$ cat src/rtl/ex3_to_bcd_serial_pkg.sv
`default_nettype none
// ============================================================================
// Module      : ex3_to_bcd_serial_pkg
// Description : Shared constants for the serial Excess-3 to BCD converter.
//               Holds the FSM state encoding and the Excess-3 code limits.
// Ports       : none (package)
// Revision    : 1.0 - initial release
// ============================================================================
package ex3_to_bcd_serial_pkg;

    // FSM state encoding (explicit 2-bit width)
    localparam logic [1:0] IDLE = 2'd0;
    localparam logic [1:0] CONV = 2'd1;
    localparam logic [1:0] DONE = 2'd2;

    // Excess-3 code window and conversion constants
    localparam logic [3:0] EX3_MIN     = 4'h3;
    localparam logic [3:0] EX3_MAX     = 4'hC;
    localparam logic [3:0] EX3_OFFSET  = 4'h3;
    localparam logic [3:0] BCD_INVALID = 4'hF;

endpackage : ex3_to_bcd_serial_pkg
`default_nettype wire

$ cat src/rtl/ex3_digit_dec.sv
`default_nettype none
// ============================================================================
// Module      : ex3_digit_dec
// Description : Combinational single-digit Excess-3 to BCD decoder.
//               Codes outside 3..12 produce BCD_INVALID and raise invalid.
// Ports       : ex3_digit [3:0] in  - Excess-3 code
//               bcd_digit [3:0] out - decoded BCD digit (or 4'hF)
//               invalid         out - code was not legal Excess-3
// Revision    : 1.0 - initial release
// ============================================================================
module ex3_digit_dec
    import ex3_to_bcd_serial_pkg::*;
(
    input  logic [3:0] ex3_digit,
    output logic [3:0] bcd_digit,
    output logic       invalid
);

    logic w_invalid;

    assign w_invalid = (ex3_digit < EX3_MIN) || (ex3_digit > EX3_MAX);
    assign invalid   = w_invalid;
    // Subtraction wraps in 4 bits; only legal codes ever reach the output.
    assign bcd_digit = w_invalid ? BCD_INVALID : (ex3_digit - EX3_OFFSET);

endmodule : ex3_digit_dec
`default_nettype wire

$ cat src/rtl/ex3_to_bcd_serial.sv
`default_nettype none
// ============================================================================
// Module      : ex3_to_bcd_serial
// Description : Accepts a word of NDIG packed Excess-3 digits, decodes one
//               digit per cycle through a single shared decoder and presents
//               the packed BCD result plus a per-digit error mask.
// Ports       : clk, rst_n (async, active-low)
//               in_valid/in_ready/ex3_in[4*NDIG-1:0]   - input handshake
//               out_valid/out_ready/bcd_out[4*NDIG-1:0],
//               err_mask[NDIG-1:0]                      - output handshake
//               busy                                    - FSM not in IDLE
// Revision    : 1.0 - initial release
// ============================================================================
module ex3_to_bcd_serial
    import ex3_to_bcd_serial_pkg::*;
#(
    parameter int NDIG = 4
)(
    input  logic                clk,
    input  logic                rst_n,
    input  logic                in_valid,
    output logic                in_ready,
    input  logic [4*NDIG-1:0]   ex3_in,
    output logic                out_valid,
    input  logic                out_ready,
    output logic [4*NDIG-1:0]   bcd_out,
    output logic [NDIG-1:0]     err_mask,
    output logic                busy
);

    localparam int              IDXW       = (NDIG > 1) ? $clog2(NDIG) : 1;
    localparam logic [IDXW-1:0] C_LAST_IDX = IDXW'(NDIG - 1);

    logic [1:0]         r_state;
    logic [1:0]         w_state_next;
    logic [IDXW-1:0]    r_idx;
    logic [4*NDIG-1:0]  r_in_word;
    logic [4*NDIG-1:0]  r_result;
    logic [NDIG-1:0]    r_err;
    logic               r_in_ready;

    logic [3:0]         w_digit;
    logic [3:0]         w_bcd;
    logic               w_invalid;
    logic               w_accept;

    // Bit offset of the current digit is idx*4, formed by concatenation.
    assign w_digit  = r_in_word[{r_idx, 2'b00} +: 4];
    assign w_accept = in_valid && r_in_ready;

    ex3_digit_dec u_dec (
        .ex3_digit (w_digit),
        .bcd_digit (w_bcd),
        .invalid   (w_invalid)
    );

    always_comb begin
        w_state_next = r_state;
        case (r_state)
            IDLE:    if (w_accept)              w_state_next = CONV;
            CONV:    if (r_idx == C_LAST_IDX)   w_state_next = DONE;
            DONE:    if (out_ready)             w_state_next = IDLE;
            default:                            w_state_next = IDLE;
        endcase
    end

    // in_ready is registered from the next state so it is low while reset is
    // asserted and only rises on the first edge after release; this also
    // keeps in_valid out of the in_ready timing path.
    always_ff @(posedge clk or negedge rst_n) begin
        if (!rst_n) begin
            r_state    <= IDLE;
            r_idx      <= '0;
            r_in_word  <= '0;
            r_result   <= '0;
            r_err      <= '0;
            r_in_ready <= 1'b0;
        end else begin
            r_state    <= w_state_next;
            r_in_ready <= (w_state_next == IDLE);
            case (r_state)
                IDLE: begin
                    if (w_accept) begin
                        r_in_word <= ex3_in;
                        r_idx     <= '0;
                        r_result  <= '0;
                        r_err     <= '0;
                    end
                end
                CONV: begin
                    r_result[{r_idx, 2'b00} +: 4] <= w_bcd;
                    r_err[r_idx]                  <= w_invalid;
                    // Hold at the last digit rather than wrapping.
                    if (r_idx != C_LAST_IDX) begin
                        r_idx <= r_idx + IDXW'(1);
                    end
                end
                default: ;
            endcase
        end
    end

    assign in_ready  = r_in_ready;
    assign out_valid = (r_state == DONE);
    assign busy      = (r_state != IDLE);
    assign bcd_out   = r_result;
    assign err_mask  = r_err;

endmodule : ex3_to_bcd_serial
`default_nettype wire

$ cat config.mk
export PLATFORM = sky130hd
export DESIGN_NAME = ex3_to_bcd_serial
export DESIGN_NICKNAME = d
export VERILOG_FILES = /design/src/rtl/ex3_to_bcd_serial_pkg.sv /design/src/rtl/ex3_digit_dec.sv /design/src/rtl/ex3_to_bcd_serial.sv
export SDC_FILE = /design/constraint.sdc
export NUM_CORES = 1
export LEC_CHECK = 0
export CORE_MARGIN = 2
export CORE_UTILIZATION = 50
export DETAILED_ROUTE_END_ITERATION = 8
export GPL_ROUTABILITY_DRIVEN = 0
export PLACE_DENSITY = 0.79
export SLEW_MARGIN = 20
export SYNTH_ARGS = -nofsm -noshare
export SYNTH_HDL_FRONTEND = slang
export SYNTH_HIERARCHICAL = 1
export SYNTH_SLANG_ARGS = --single-unit
$ cat constraint.sdc
create_clock -name clk -period 2.5 [get_ports clk]
set_input_delay 0.5 -clock clk [delete_from_list [all_inputs] [get_ports clk]]
set_output_delay 0.5 -clock clk [all_outputs]
set_load 0.03 [all_outputs]
---- After elaboration in Yosys (flattened, before gate mapping) ----
Index checks and enable logic that the tools add are counted.
cells by class
  shift-type cells ........................ 3
  equality and inequality tests ........... 6
  $add $sub $neg .......................... 3
  reduce and logical (&&, ||, !) cells .... 10
  $lt $le $gt $ge ......................... 4
  mux-type cells .......................... 16
operators with widths
  cell                    count
  $pmux 16 s2             1
  $bwmux 16               1
  $mux 16                 1
  $shift 4x6->16 const A  1
  $shiftx 16x5->4         1
  $shiftx 4x6->16         1
  $mux 2                  5
  $mux 4                  2
  $pmux 4 s2              1
  $ne 2x2->1 const B      3
  $neg 4->6               1
  $pmux 2 s3              1
  $bwmux 4                1
  $eq 2x2->1 const B      2
  $gt 4x4->1 const B      1
  $logic_not 2->1         2
  $lt 4x2->1 const B      1
  $pmux 2 s2              1
  $reduce_and 2->1        2
  $reduce_bool 2->1       2
  $sub 4x2->4 const B     1
  $lt 2x3->1 const B      1
  $reduce_and 3->1        1
  $add 2x1->2 const B     1
  6 further kinds         7
storage, ports and cells
  input port bits ......................... 20
  output and inout bits ................... 23
  register bits after elaboration ......... 41

---- Depth between registers and ports, before layout ----
Gate-level depths: netlist (run 1).
  depth after elaboration ................. 7
  depth in mapped cells ................... 8
  mapped depth without buffers ............ 7

---- Cells and area by module ----
Netlist (run 1), hierarchy kept.
by module, submodules not included
  module             instances  area each (µm²)  cells an instance
  ex3_to_bcd_serial  1          1841.8           132
  ex3_digit_dec      1          122.6            17

---- Worst setup path after synthesis (run 1) ----
OpenSTA, ideal clock, no wires.
  path type ............................... register to register
  start ................................... register r_idx[0]
  end ..................................... register r_err[2], in the netlist err_mask[2]
  slack ................................... 0.372 ns
  path buffers ............................ 1
  data arrival time ....................... 2.045 ns
  setup time .............................. 0.083 ns
  data required time ...................... 2.417 ns
  clock period less this slack ............ 2.128 ns
  stages on the path, launching flop included .. 7
  cells stage by stage .................... dfrtp_1 -> buf_2 -> mux4_2 -> ha_1 -> o31ai_1 -> o2111ai_1 -> o21ai_0
on the way
  elaborated cells between the ends (all ways) .. 11
  classes of those cells .................. order compare: 4; shift: 1; mux: 4; reduce/logical: 2
RTL lines
  element                                   RTL line                 source
  start, declared                           ex3_to_bcd_serial.sv:36  logic [IDXW-1:0] r_idx;
  start signal, assigned                    ex3_to_bcd_serial.sv:95  r_idx <= r_idx + IDXW'(1);
  $shiftx 16x5->4 (*)                       ex3_to_bcd_serial.sv:48  assign w_digit = r_in_word[{r_idx, 2'b00} +: 4];
  via w_digit[0]                            ex3_to_bcd_serial.sv:42  logic [3:0] w_digit;
  $lt 4x2->1 or $gt 4x4->1 (tied branches)  ex3_digit_dec.sv:21      assign w_invalid = (ex3_digit < EX3_MIN) || (ex3_digit > EX3_MAX);
  $logic_or 1x1->1 (*)                      ex3_digit_dec.sv:21
  via w_invalid                             ex3_to_bcd_serial.sv:44  logic w_invalid;
  $bwmux 4 (*)                              ex3_to_bcd_serial.sv:92  r_err[r_idx] <= w_invalid;
  $pmux 4 s2 (*)                            ex3_to_bcd_serial.sv:81  case (r_state)
  end signal, assigned by index             ex3_to_bcd_serial.sv:92
  end, declared                             ex3_to_bcd_serial.sv:39  logic [NDIG-1:0] r_err;
Mark *: on every way through the listed nets, which the timed path passes. The rest lies on a longest branch.
A chain may end at the register's enable or synchronous reset.

---- Final worst setup path (run 1) ----
  start ................................... register r_idx[0]
  end ..................................... register r_result[4], in the netlist bcd_out[4]
on the way
  longest elaborated chain between the ends .. 7
  elaborated cells between the ends (all ways) .. 11
  classes of those cells .................. add/sub: 2; order compare: 2; shift: 3; mux: 3; reduce/logical: 1
RTL lines
  element                                   RTL line                 source
  $shiftx 16x5->4 (*)                       ex3_to_bcd_serial.sv:48
  via w_digit[2]                            ex3_to_bcd_serial.sv:42
  $lt 4x2->1 or $gt 4x4->1 (tied branches)  ex3_digit_dec.sv:21
  $logic_or 1x1->1 (*)                      ex3_digit_dec.sv:21
  $mux 4 (*)                                ex3_digit_dec.sv:24      assign bcd_digit = w_invalid ? BCD_INVALID : (ex3_digit - EX3_OFFSET);
  via w_bcd[0]                              ex3_to_bcd_serial.sv:43  logic [3:0] w_bcd;
  $shiftx 4x6->16 (*)                       ex3_to_bcd_serial.sv:91  r_result[{r_idx, 2'b00} +: 4] <= w_bcd;
  $bwmux 16 (*)                             ex3_to_bcd_serial.sv:91
  $pmux 16 s2 (*)                           ex3_to_bcd_serial.sv:81
  end signal, assigned by index             ex3_to_bcd_serial.sv:91
  end, declared                             ex3_to_bcd_serial.sv:38  logic [4*NDIG-1:0] r_result;
Marks and branches as above.

==> results of run 1 <==
-- worst max-delay path, delay by kind of cell (launching register included) --
| kind | cells | cell delay, ns |
|---|---|---|
| AOI/OAI and AO/OA | 2 | 0.96 |
| buffers and inverters | 1 | 0.23 |
| DFF | 1 | 0.41 |
| muxes | 1 | 0.62 |
-- cells in the mapped netlist --
library cell and number:
nand2b_4 1, inv_1 10, nor4b_2 1, nand2b_1 2, nand2_1 4, and2b_1 1, buf_6 3, nor2_1 3
mux2_2 17, ha_1 10, nor4bb_1 1, mux4_2 4, nor2b_1 3, a2bb2oi_1 1, a32o_1 2, a211oi_1 1
a22o_1 17, a21oi_2 1, o2111ai_1 2, or2_2 1, o311ai_1 2, nand3b_1 1, a31oi_1 3, a21oi_1 4
nor3b_1 1, o31ai_1 1, o21ai_0 5, nor4_1 2, buf_2 2, nor3_1 1, buf_4 1, dfrtp_1 41
-- layout make-up --
type                       instances  share of cell area, %
sequential                        41                   40.9
multi-input combinational         92                   34.5
timing repair buffer              45                   17.5
clock buffer                       6                   2.89
tap                               48                   2.39
inverter                          10                   1.50
clock inverter                     2                  0.399
-- state kept, by name, summed over array words and instances, names as in the netlist --
signal / flops
err_mask: 4
bcd_out: 16
r_in_word: 16
in_ready: 1
r_idx: 2
r_state: 2
-- layer usage --
metal | GRT usage, % | part of all wire (%) | vias to the layer above
li1 | - | - | 645
met1 | 21.3 | 43 | 693
met2 | 34.0 | 51 | 36
met3 | 6.42 | 4.8 | 7
met4 | 8.42 | 1.2 | 0
met5 | 0 | 0 | -
-- kinds of logic after synthesis --
logic type	Yosys count	share of synthesized area, %
flops	41	52.2
compound gates	39	15.3
simple gates	22	7.26
mux	21	14.3
buf+inv	16	4.52
fa+ha+maj	10	6.37
-- power groups by stage --
stage	Clock (mW)	Combinational, mW	Sequential (mW)
2_1_floorplan	0	1.27	1.40
3_3_place_gp	0	2.06	1.19
3_5_place_dp	0	2.14	1.20
4_1_cts	0.423	2.14	1.19
5_1_grt	0.458	2.30	1.23
6_report	0.418	2.15	1.18
-- metrics by stage --
stage	util, %	total power, mW	instances	hold WS (ns)
floorplan	-	2.67	149	0.204
global placement	65.3	3.25	236	0.488
detailed placement	65.3	3.34	236	0.491
CTS	67.5	3.76	244	0.344
global route	67.5	3.99	244	0.384
finish	67.5	3.75	244	0.306
-- worst max-delay path by stage --
stage          startpoint     endpoint  slack [ns]
2_1_floorplan    r_idx[0]  err_mask[2]        0.37
3_3_place_gp     r_idx[0]   bcd_out[5]        0.31
3_5_place_dp     r_idx[0]   bcd_out[4]        0.25
4_1_cts          r_idx[0]   bcd_out[4]        0.21
5_1_grt          r_idx[0]   bcd_out[4]        0.06
6_report         r_idx[0]   bcd_out[4]        0.21
==> out/results.env, run 1 <==
SYNTH.YOSYS.SEQ_AREA_SHARE_PCT=52.2
ROUTE.DETAILED.VIAS_PER_INST=5.66
WORST_CLOCK_SKEW_NS=0.0120
POST_SYNTHESIS_CELL_AREA_UM2=1960
SETUP_VIOL_COUNT_FINAL=0
SYNTH_LARGEST_TYPE_AREA_FRACTION_PCT=52.2
SWITCHING_PART_OF_THE_TOTAL_POWER_PCT=43.5
DP_HPWL_MM=2.81
MULTIINPUTGATEAREA_UM2=865
TIMING.CRITICAL_PATH.SLOWEST_STAGE_CELL='o311ai_1'
WORST_R2R_STARTPOINT='r_idx[0]'
NUMBER_OF_BUFFERS_ADDED_BY_THE_CLOCK_TREE_SYNTHESIS_STEP=5
LARGEST_STAGE_DELAY_ON_THE_CRITICAL_PATH_NS=0.70
ROUTE.FINAL.WIRE_LENGTH_MM=3.80
CRITPATHKIND='flop to flop'
COMBINATIONALPOWERSHARE_PCT=57.3
SYN_AVG_CELL_AREA_UM2=13.2
POST-ROUTE-DRC-COUNT=0
MOST-COMMON-LAYOUT-CELLS='dfrtp_1 (41), clkdlybuf4s50_1 (41), a22o_1 (17), mux2_2 (17)'
DRT_ITER0_DRC=81
SUM_OF_NEGATIVE_SETUP_SLACK_NS=0
LARGEST_CELLS_BY_AREA_AFTER_SYNTHESIS='dfrtp_1 (52%), mux2_2 (9.7%), a22o_1 (7.6%)'
POSTSYNTHREGISTERBITS=41
POST_DETAILED_ROUTE_WIRELENGTH_PER_CELL_UM=15.6
GRT_SETUP_UNREPAIRED='no'
CLOCK_H_TREE_LEVELS=2
YOSYSUNIQUECELLTYPES=32
POWER.LEAKAGE_nW=1.08
SETUP.WORST_PATH.START_CLASS='flop'
N_ANTENNA_CELL=0
FILL_CELLS=283
FP_ROWS=22
PORT_BUFFERS=42
CORE_UM2=3720
FIN_WS_NS=0.212
DIE-HEIGHT_UM=66.7
DRIVE_GT1_SHARE_PCT=18.9
GRT_ANTENNA_BEFORE_REPAIR=0
REPORT.FINAL.HOLD_VIOL_COUNT=0
DR.PASS1.ITERS=4
STATUS='completed'
TIMING.MAX_SLEW.REL_SLACK_PCT=42.2
CRIT_PATH_CELL_TRACE='buf_4 -> mux4_2 -> o311ai_1 -> a22o_1'
WORST-ENDPOINT-REQUIRED_NS=2.73
FMAX_MHz=437
FINAL_AREA_UM2=2510
POWER.DENSITY_CELL_AREA_nW_PER_UM2=1490
IR_DROP_V=0.000609
POSTCTSRESIZEDCELLS=0
POSTPLACECELLAREA_UM2=2430
REG2REG_DEPTH=4
CTSROOTBUFFERMASTER='clkbuf_8'
CP_MAX_FO=11
REGAREA_UM2=1030
SEQUENTIALPOWERSHARE_PCT=31.6
WORSTSETUPENDPOINTTYPE='flop'
CTS_TREE='yes'
HP-CLASS='primary input to asynchronous set/reset pin'
POST_ROUTE_CLOCK_PERIOD_UTILIZATION_PCT=91.5
R2R_SETUP_SLACK_NS=0.21
P_CLK_SHARE_PCT=11.1
CHIPWIDTH_UM=66.7
FINAL_PERIOD_MINUS_WORST_SETUP_SLACK_NS=2.29
P_INT_mW=2.12
SYNTH_INSTANCES=149
VIA_COUNT_OF_THE_FIRST_GLOBAL_ROUTING_PASS=1449
FLOORPLAN.INITIALDENSITY_PCT=52.9
PRE_CTS_SLACK_NS=0.253
ANT_NETS=0
YOSYS.AREA.TOP_TYPE='dfrtp_1'
POSTCTSSETUPREPAIRBUFS=0
INSERTION_DELAY_NS=0.30
IO-PIN-COUNT=43
HOLDBUFCOUNTCTS=0
SYNTHESIS.NETS=179
GRT-OVFL-TOTAL=0
TIMING.CRITICAL_PATH.ARRIVAL_NS=2.52
AREAGROWTHSYNTHTOFINISH_PCT=27.7
GRTUSAGETOTAL_PCT=19.4
GRT_MAX_DEGREE=42
NNETSFINAL=225
YOSYSWARNINGCOUNT=6
GRT_FIRST_PASS_WIRELENGTH_MM=6.35
TIGHTESTPINTRANSITION_NS=0.867
CAP_VIOLATIONS=0
POWER.NET_SWITCHING_mW=1.63
FINAL-MAX-SLEW-VIOLATION-COUNT=0
CRIT-REG2REG-CAPTURE='bcd_out[4]'
FLOORPLAN.DIE_AREA_UM2=4450
CLK_PIN_SLEW_WORST_PATHS_NS=0.08
CLOCK_TREE.BUFFER_DEPTH=2
VIA_COUNT=1381
CTS_NUM_SINKS=41
Note: power is estimated with default switching activity, not from simulation.
==> inputs of run 2 (changes only) <==
--- a/config.mk
+++ b/config.mk
@@ -7,6 +7,7 @@
 export LEC_CHECK = 0
 export CORE_MARGIN = 2
 export CORE_UTILIZATION = 50
+export CTS_CLUSTER_DIAMETER = 150
 export DETAILED_ROUTE_END_ITERATION = 8
 export GPL_ROUTABILITY_DRIVEN = 0
 export PLACE_DENSITY = 0.79
==> results of run 2 <==
No change in the layout: final DEF, timing and power equal those of run 1.
